===== src/rtl/mc_pkg.sv =====
// mc_pkg: shared types for the multicycle controller.
// State encoding, opcode/func constants, mux select encodings, class vector.
package mc_pkg;

  typedef enum logic [2:0] {
    S_FETCH  = 3'd0,
    S_DECODE = 3'd1,
    S_EXEC   = 3'd2,
    S_MEM    = 3'd3,
    S_WB     = 3'd4
  } state_t;

  localparam logic [5:0] OP_RTYPE = 6'b000000;
  localparam logic [5:0] OP_ORI   = 6'b001101;
  localparam logic [5:0] OP_LW    = 6'b100011;
  localparam logic [5:0] OP_SW    = 6'b101011;
  localparam logic [5:0] OP_BEQ   = 6'b000100;
  localparam logic [5:0] OP_LUI   = 6'b001111;
  localparam logic [5:0] OP_JAL   = 6'b000011;

  localparam logic [5:0] FN_ADDU  = 6'b100001;
  localparam logic [5:0] FN_SUBU  = 6'b100011;
  localparam logic [5:0] FN_JR    = 6'b001000;

  localparam logic [1:0] NPC_PC4  = 2'b00;
  localparam logic [1:0] NPC_BR   = 2'b01;
  localparam logic [1:0] NPC_J    = 2'b10;
  localparam logic [1:0] NPC_RS   = 2'b11;

  localparam logic [1:0] WD_ALU   = 2'b00;
  localparam logic [1:0] WD_DM    = 2'b01;
  localparam logic [1:0] WD_LUI   = 2'b10;
  localparam logic [1:0] WD_PC4   = 2'b11;

  localparam logic [1:0] RD_RT    = 2'b00;
  localparam logic [1:0] RD_RD    = 2'b01;
  localparam logic [1:0] RD_RA    = 2'b10;

  localparam logic [1:0] ALU_ADD  = 2'b00;
  localparam logic [1:0] ALU_SUB  = 2'b01;
  localparam logic [1:0] ALU_OR   = 2'b10;

  // Exactly one field is set for any op/func pair.
  typedef struct packed {
    logic jal;
    logic lui;
    logic beq;
    logic sw;
    logic lw;
    logic ori;
    logic jr;
    logic subu;
    logic addu;
    logic nop;
  } cls_t;

  function automatic logic skips_exec(cls_t c);
    return c.lui | c.jal;
  endfunction

endpackage


===== src/rtl/mc_decode.sv =====
// mc_decode: op/func -> one-hot instruction class.
// in: op, func  out: cls (anything unrecognised is nop).
module mc_decode
  import mc_pkg::*;
(
  input  logic [5:0] op,
  input  logic [5:0] func,
  output cls_t       cls
);

  logic rtype;

  assign rtype = (op == OP_RTYPE);

  always_comb begin
    cls = '0;
    unique case (1'b1)
      (rtype && func == FN_ADDU): cls.addu = 1'b1;
      (rtype && func == FN_SUBU): cls.subu = 1'b1;
      (rtype && func == FN_JR):   cls.jr   = 1'b1;
      (op == OP_ORI):             cls.ori  = 1'b1;
      (op == OP_LW):              cls.lw   = 1'b1;
      (op == OP_SW):              cls.sw   = 1'b1;
      (op == OP_BEQ):             cls.beq  = 1'b1;
      (op == OP_LUI):             cls.lui  = 1'b1;
      (op == OP_JAL):             cls.jal  = 1'b1;
      default:                    cls.nop  = 1'b1;
    endcase
  end

endmodule


===== src/rtl/mc_ctrl.sv =====
// mc_ctrl: multicycle FETCH/DECODE/EXEC/MEM/WB controller with retire count.
// in: clk, reset, op, func, zero, dm_ack  out: datapath strobes, state, retire, instr_cnt.
module mc_ctrl
  import mc_pkg::*;
#(
  parameter int CNT_W = 32
) (
  input  logic             clk,
  input  logic             reset,
  input  logic [5:0]       op,
  input  logic [5:0]       func,
  input  logic             zero,
  input  logic             dm_ack,
  output logic             IRWrite,
  output logic             PCWrite,
  output logic [1:0]       NPCsel,
  output logic             RegWrite,
  output logic [1:0]       RegDst,
  output logic [1:0]       WDsel,
  output logic             ALUsrcB,
  output logic [1:0]       ALUop,
  output logic             ExtOp,
  output logic             dm_req,
  output logic             dm_we,
  output logic [2:0]       state,
  output logic             retire,
  output logic [CNT_W-1:0] instr_cnt
);

  cls_t   cls;
  state_t state_q;
  state_t state_d;

  mc_decode u_decode (
    .op   (op),
    .func (func),
    .cls  (cls)
  );

  always_ff @(posedge clk) begin
    if (reset) begin
      state_q <= S_FETCH;
    end else begin
      state_q <= state_d;
    end
  end

  always_comb begin
    state_d  = state_q;
    IRWrite  = 1'b0;
    PCWrite  = 1'b0;
    NPCsel   = NPC_PC4;
    RegWrite = 1'b0;
    RegDst   = RD_RT;
    WDsel    = WD_ALU;
    ALUsrcB  = 1'b0;
    ALUop    = ALU_ADD;
    ExtOp    = 1'b0;
    dm_req   = 1'b0;
    dm_we    = 1'b0;
    unique case (state_q)
      S_FETCH: begin
        IRWrite = 1'b1;
        state_d = S_DECODE;
      end
      S_DECODE: begin
        if (cls.nop) begin
          PCWrite = 1'b1;
          state_d = S_FETCH;
        end else if (skips_exec(cls)) begin
          state_d = S_WB;
        end else begin
          state_d = S_EXEC;
        end
      end
      S_EXEC: begin
        unique case (1'b1)
          cls.addu: begin
            ExtOp   = 1'b1;
            state_d = S_WB;
          end
          cls.subu: begin
            ALUop   = ALU_SUB;
            ExtOp   = 1'b1;
            state_d = S_WB;
          end
          cls.ori: begin
            ALUop   = ALU_OR;
            ALUsrcB = 1'b1;
            state_d = S_WB;
          end
          cls.lw, cls.sw: begin
            ALUsrcB = 1'b1;
            ExtOp   = 1'b1;
            state_d = S_MEM;
          end
          cls.beq: begin
            ALUop   = ALU_SUB;
            ExtOp   = 1'b1;
            PCWrite = 1'b1;
            NPCsel  = zero ? NPC_BR : NPC_PC4;
            state_d = S_FETCH;
          end
          cls.jr: begin
            PCWrite = 1'b1;
            NPCsel  = NPC_RS;
            state_d = S_FETCH;
          end
          // Other classes never reach EXEC; fall back to a fetch.
          default: state_d = S_FETCH;
        endcase
      end
      S_MEM: begin
        dm_req = 1'b1;
        dm_we  = cls.sw;
        if (dm_ack) begin
          if (cls.sw) begin
            PCWrite = 1'b1;
            state_d = S_FETCH;
          end else begin
            state_d = S_WB;
          end
        end
      end
      S_WB: begin
        RegWrite = 1'b1;
        PCWrite  = 1'b1;
        state_d  = S_FETCH;
        unique case (1'b1)
          cls.addu, cls.subu: RegDst = RD_RD;
          cls.lw:  WDsel = WD_DM;
          cls.lui: WDsel = WD_LUI;
          cls.jal: begin
            RegDst = RD_RA;
            WDsel  = WD_PC4;
            NPCsel = NPC_J;
          end
          default: ;
        endcase
      end
      default: state_d = S_FETCH;
    endcase
  end

  // Every instruction writes PC exactly once, so PCWrite is the retire pulse.
  assign retire = PCWrite;
  assign state  = state_q;

  always_ff @(posedge clk) begin
    if (reset) begin
      instr_cnt <= '0;
    end else if (retire) begin
      instr_cnt <= instr_cnt + CNT_W'(1);
    end
  end

endmodule


===== config.mk =====
export PLATFORM = sky130hd
export DESIGN_NAME = mc_ctrl
export DESIGN_NICKNAME = d
export VERILOG_FILES = /design/src/rtl/mc_pkg.sv /design/src/rtl/mc_decode.sv /design/src/rtl/mc_ctrl.sv
export SDC_FILE = /design/constraint.sdc
export NUM_CORES = 1
export LEC_CHECK = 0
export ABC_AREA = 1
export ABC_CLOCK_PERIOD_IN_PS = 1500
export CORE_UTILIZATION = 38
export DETAILED_ROUTE_END_ITERATION = 8
export HOLD_SLACK_MARGIN = 0.12
export PLACE_DENSITY_LB_ADDON = 0.12
export SLEW_MARGIN = 20
export SYNTH_ARGS = -nofsm -noshare
export SYNTH_HDL_FRONTEND = slang
export SYNTH_SLANG_ARGS = --single-unit

===== constraint.sdc =====
create_clock -name clk -period 1.5 [get_ports clk]
set_input_delay 0.3 -clock clk [delete_from_list [all_inputs] [get_ports clk]]
set_output_delay 0.3 -clock clk [all_outputs]
set_load 0.05 [all_outputs]

==> results.cfg, run 1 <==
[run_status]
outcome = finished with violations
failed_checks = design-rule violations, negative setup slack

[worst_setup_path]
crit_fanout = 6
path_common_cell = nor2_4
cp_top_family = simple AND/OR/NAND/NOR gates
critical_path_required_ns = 1.20
cp-start-kind = input pin
slowest_delay_ns = 0.20
slowest_stage = nand4_1
reg2reg_slack_ns = -0.16
path_class = input pin to output pin
path_cells = buf_6, nor2_4, nand4_1, buf_4, nand2_1, nor2_4, nand3_4, nand2_4, buf_8
path_buf_inv = 3
path_depth = 9
worstPathArrival_ns = 1.49
r2r_cells = 10
timing.critical_path.to_type = output pin

[final_layout]
fin_util_pct = 75.7
postLayoutCellArea_sq_mm = 0.00486
nets = 588
drive_gt1_share_pct = 42.1
antenna_cells = 0
final_cell_mix = nand2_1, buf_4, buf_12, nand3_1, nor2_1
n_fill_cell = 465
final_common_cell = nand2_1
stdcell_count = 649
syn2layout_area_growth_pct = 90.8

[timing]
setup_ws_ns = -0.292
fmax_ghz = 0.558
finalHoldViolCount = 0
slew_violations = 0
clock_skew_ns = 0.0100
rsz0062_at_grt = yes
setup_viol = 48
worst_pin_slew_ns = 0.325
min_period_over_period_pct = 119
min_period_ns = 1.79
relSlewSlack_pct = 78.1

[pwr]
power_density_mw_per_mm2 = 458
total_power_mw = 2.23
vdd_drop_max_uv = 360
leakagePower_nw = 1.96

[clock_tree]
clock_latency_ns = 0.30
h-tree-depth = 2
cts.sinks = 35
clkTransAtPathRegs_ns = 0.09
cts_tree = built
cts_buffer_depth = 2
root_buffer = clkbuf_8
cts_buffers = 5

[min_path]
hold_class = flip-flop to flip-flop
min_path_cells = 2

[detailed_routing]
wl_met1_mm = 4.36
vias = 3479
drc = 10
met3_length_microns = 549
wl_mm = 10.4
highest-signal-layer = met4
antenna_left = 0
viasPerCell = 5.36
wl_met2_mm = 5.10
first_pass_iters = 7
drt_iter0_drc = 241
wl_per_cell_microns = 16.1

[place]
hpwl_mm = 6.99
place_area_sq_mm = 0.00439
routabilityCongestion = 0.954
place_inst = 631
numPortBuffers = 66
dp_slack_ns = -0.668

[synth]
synth_area_sq_mm = 0.00255
yosys.area.top_type_share_pct = 27.5
yosysUniqueCellTypes = 29
synth_top_area_cell = dfxtp_1
yosysSeqAreaShare_pct = 27.5
synthCells = 429
syn_nets = 446
synth_area_leaders = dfxtp_1, nand2_1, nand3_1
avgSynthCellArea_sq_um = 5.94
ys_ff_latch = 35
yosysWarnings = 0

[global_route]
antenna_found_initial = 0
track_usage_pct = 29.0
grt.overflow.total = 0
grt_max_degree = 22
grt_pass1_vias = 3337
grt_pass1_wl_mm = 16.3

[floorplanning]
die_width_microns = 83.9
die_y_microns = 83.9
initial_core_util_pct = 39.7
pin_count = 67
core_area_sq_mm = 0.00642
rows = 29
dieArea_sq_mm = 0.00704

[flow_run]
drv_cap = 0
[metrics by stage]
stage / TNS, ns / hold slack, ns
final: -6.06 / 0.557
after global routing: -8.39 / 0.588
after CTS: -4.02 / 0.562
after detailed placement: -26.86 / 0.544
after global placement: -24.10 / 0.539
after floorplan: -5.54 / 0.513
[registers in the layout (all words and copies together), names as in the netlist]
signal	count
instr_cnt	32
state	3
[worst min-delay path, cell delays in order (launching register included)]
cell and delay (ns):
dfxtp_1 0.36, nand3_1 0.10, a21oi_1 0.06
[final timing paths]
check	start	to
worst min-delay path	instr_cnt[31]	instr_cnt[31]
worst max register to register	state[0]	instr_cnt[7]
worst max-delay path	op[4]	retire
worst min register to register	instr_cnt[31]	instr_cnt[31]
[per-layer routing]
metal | GRT usage, % | vias up
met5 | 0 | -
met4 | 11.9 | 0
met3 | 4.15 | 39
met2 | 48.5 | 136
met1 | 37.3 | 1644
li1 | - | 1660
[what timing repair did]
action,CTS,global route
setup endpoints to repair,49,48
pin swaps,37,6
cloned,1,0
endpoints found under the hold margin,0,0
gates resized for setup,103,21
buffers inserted,12,0
hold buffers,0,0
[synthesized netlist by cell type]
| cell | instances |
|---|---|
| nand2_1 | 132 |
| nor2_1 | 60 |
| nand3_1 | 48 |
| inv_1 | 39 |
| dfxtp_1 | 35 |
| a21oi_1 | 34 |
| nor3_1 | 14 |
| xor2_1 | 12 |
| nand3b_1 | 9 |
| nand4_1 | 5 |
| o21ai_0 | 5 |
| buf_4 | 4 |
| clkbuf_1 | 4 |
| inv_2 | 4 |
| buf_2 | 3 |
| buf_6 | 3 |
| nor2_2 | 3 |
| xnor2_1 | 3 |
| nand2_2 | 2 |
| a21oi_4 | 1 |
| a31oi_1 | 1 |
| ha_1 | 1 |
| nand2_4 | 1 |
| nand3_2 | 1 |
| nand3_4 | 1 |
| nor2_4 | 1 |
| nor4_1 | 1 |
| o31ai_1 | 1 |
| or2_2 | 1 |
[cells by family after synthesis]
group	Yosys count	synth area share [%]
buffers and inverters	57	10.0
DFF	35	27.5
AOI/OAI and AO/OA	42	8.84
adders and majority gates	1	0.491
xor gates and xnor gates	15	5.15
and+or+nand+nor	279	48.0
[power by group]
group / total [mW] / switching, mW / internal (mW) / leakage (nW)
logic: 0.460 / 0.264 / 0.196 / 1.61
registers: 0.938 / 0.00997 / 0.928 / 0.297
clock network: 0.831 / 0.402 / 0.429 / 0.0563
total: 2.23 / 0.676 / 1.55 / 1.96
[final cells by class]
cell class,instances,area [sq um],area share (%)
Timing Repair Buffer,149,1870,38.4
Multi-Input combinational cell,337,1880,38.6
Clock buffer,6,93.8,1.93
Sequential cell,35,751,15.4
Inverter,43,164,3.37
Clock inverter,2,13.8,0.283
Tap cell,77,96.3,1.98
No activity file was read; power rests on OpenSTA's default activity.
==> run 2, diff against run 1 <==
--- a/config.mk
+++ b/config.mk
@@ -11,6 +11,7 @@
 export DETAILED_ROUTE_END_ITERATION = 8
 export HOLD_SLACK_MARGIN = 0.12
 export PLACE_DENSITY_LB_ADDON = 0.12
+export REMOVE_ABC_BUFFERS = 1
 export SLEW_MARGIN = 20
 export SYNTH_ARGS = -nofsm -noshare
 export SYNTH_HDL_FRONTEND = slang
==> run 2 against run 1 <==
Against the previous run:
- the run still ends with design-rule violations, negative setup slack left
- final cell count up 4.5%
- critical path depth down 2
- sequential share of layout area down 1.7 points
- non-clock buffer count up 29
- critical endpoint is now PCWrite
==> results.cfg, run 2 (synthesis results as in run 1) <==
[floorplanning]
dieArea_sq_mm = 0.00704
initial_core_util_pct = 39.7
pin_count = 67
rows = 29
core_area_sq_mm = 0.00642
die_width_microns = 83.9
die_y_microns = 83.9

[timing]
slew_violations = 0
fmax_ghz = 0.546
clock_skew_ns = 0.00728
relSlewSlack_pct = 69.8
min_period_ns = 1.83
setup_viol = 50
rsz0062_at_grt = yes
worst_pin_slew_ns = 0.452
finalHoldViolCount = 0
min_period_over_period_pct = 122
setup_ws_ns = -0.331

[pwr]
leakagePower_nw = 2.12
power_density_mw_per_mm2 = 459
vdd_drop_max_uv = 521

[min_path]
hp-start = instr_cnt[31]
min_path_cells = 2
whs_endpoint = instr_cnt[31]
hold_class = flip-flop to flip-flop

[final_layout]
largest_reg_flops = 32
final_common_cell = nand2_1
postLayoutCellArea_sq_mm = 0.00518
antenna_cells = 0
syn2layout_area_growth_pct = 103
final_cell_mix = nand2_1, buf_4, buf_12, nand3_1, nor2_1
fin_util_pct = 80.7
nets = 617
top_register = instr_cnt
drive_gt1_share_pct = 43.8

[worst_setup_path]
slowest_delay_ns = 0.42
critical_path_required_ns = 1.20
reg2reg_slack_ns = -0.26
r2r_cells = 10
path_class = flip-flop to output pin
worstPathArrival_ns = 1.53
worstReg2RegStart = state[2]
timing.rr.end = instr_cnt[15]
slowest_stage = dfxtp_4
timing.critical_path.to_type = output pin
crit_fanout = 5
path_cells = nand2_4, nor2_4, nand4_1, nand2_2, a21oi_4, nand2_8, buf_8
cp-start-kind = flip-flop

[detailed_routing]
antenna_left = 0
vias = 3641
viasPerCell = 5.37
wl_per_cell_microns = 17.2
first_pass_iters = 7
wl_mm = 11.7
drt_iter0_drc = 179
drc = 8

[place]
hpwl_mm = 7.10
place_area_sq_mm = 0.00441
routabilityCongestion = 0.898
numPortBuffers = 66

[global_route]
track_usage_pct = 30.5
grt_pass1_vias = 3439
antenna_found_initial = 0
grt.overflow.total = 0
grt_pass1_wl_mm = 16.9
grt_max_degree = 21

[clock_tree]
cts_buffer_depth = 2
clock_latency_ns = 0.30
postCtsHoldBufs = 0
h-tree-depth = 2
cts.sinks = 35
clkTransAtPathRegs_ns = 0.08
cts_buffers = 5
root_buffer = clkbuf_8
cts_tree = built

[run_status]
failed_checks = design-rule violations, negative setup slack
outcome = finished with violations

[flow_run]
drv_cap = 0
## run 2: metrics by stage
step,total power [mW],instances,hold slack (ns),worst slack [ns],setup TNS (ns)
2_1_floorplan,1.12,415,0.369,-1.58,-49.70
3_3_place_gp,1.34,649,0.538,-0.573,-23.27
3_5_place_dp,1.34,649,0.542,-0.619,-26.41
4_1_cts,2.33,671,0.560,-0.267,-4.12
5_1_grt,2.44,678,0.593,-0.351,-11.06
6_report,2.38,678,0.557,-0.331,-8.72
## run 2: layer usage
layer  up-vias  global-route usage (%)  wire [microns]
met5         -                       0               0
met3        43                    4.75             580
met1      1721                    35.7            4720
met2       158                    55.1            5880
li1       1719                       -               -
met4         0                    12.2             500
## run 2: worst max-delay path by stage
stage	slack [ns]	end	start
floorplan	-1.58	dm_we	state[1]
global placement	-0.57	NPCsel[0]	op[4]
detailed placement	-0.62	instr_cnt[8]	op[0]
CTS	-0.27	dm_we	state[1]
global route	-0.35	retire	state[2]
finish	-0.33	PCWrite	state[1]
## run 2: layout make-up
| type | instances | area (sq um) |
|---|---|---|
| Clock buffer | 6 | 82.6 |
| Fill cell | 389 | 1240 |
| Clock inverter | 2 | 35.0 |
| Sequential cell | 35 | 711 |
| Tap cell | 77 | 96.3 |
| Inverter | 43 | 174 |
| Multi-Input combinational cell | 337 | 1950 |
| Timing Repair Buffer | 178 | 2130 |
## run 2: repair_timing
action / in CTS / in global routing
endpoints found under the hold margin: 0 / 0
endpoints found under the setup margin: 49 / 49
pin swaps: 19 / 28
gates cloned: 1 / 1
setup buffers: 13 / 6
resized for setup: 117 / 74
## run 2: where the power goes
group          switching (mW)  leakage (nW)  total (mW)  internal (mW)
Sequential             0.0135         0.285       0.948          0.934
Clock                   0.387        0.0612       0.925          0.538
Combinational           0.284          1.78       0.508          0.223
Total                   0.684          2.12        2.38           1.70
## run 2: worst max-delay path, delay by kind of cell (launching register included)
kind                   cells  cell delay [ns]
AO/OA/AOI/OAI              1             0.06
AND/OR/NAND/NOR            5             0.61
buffers and inverters      1             0.15
flip-flops                 1             0.42
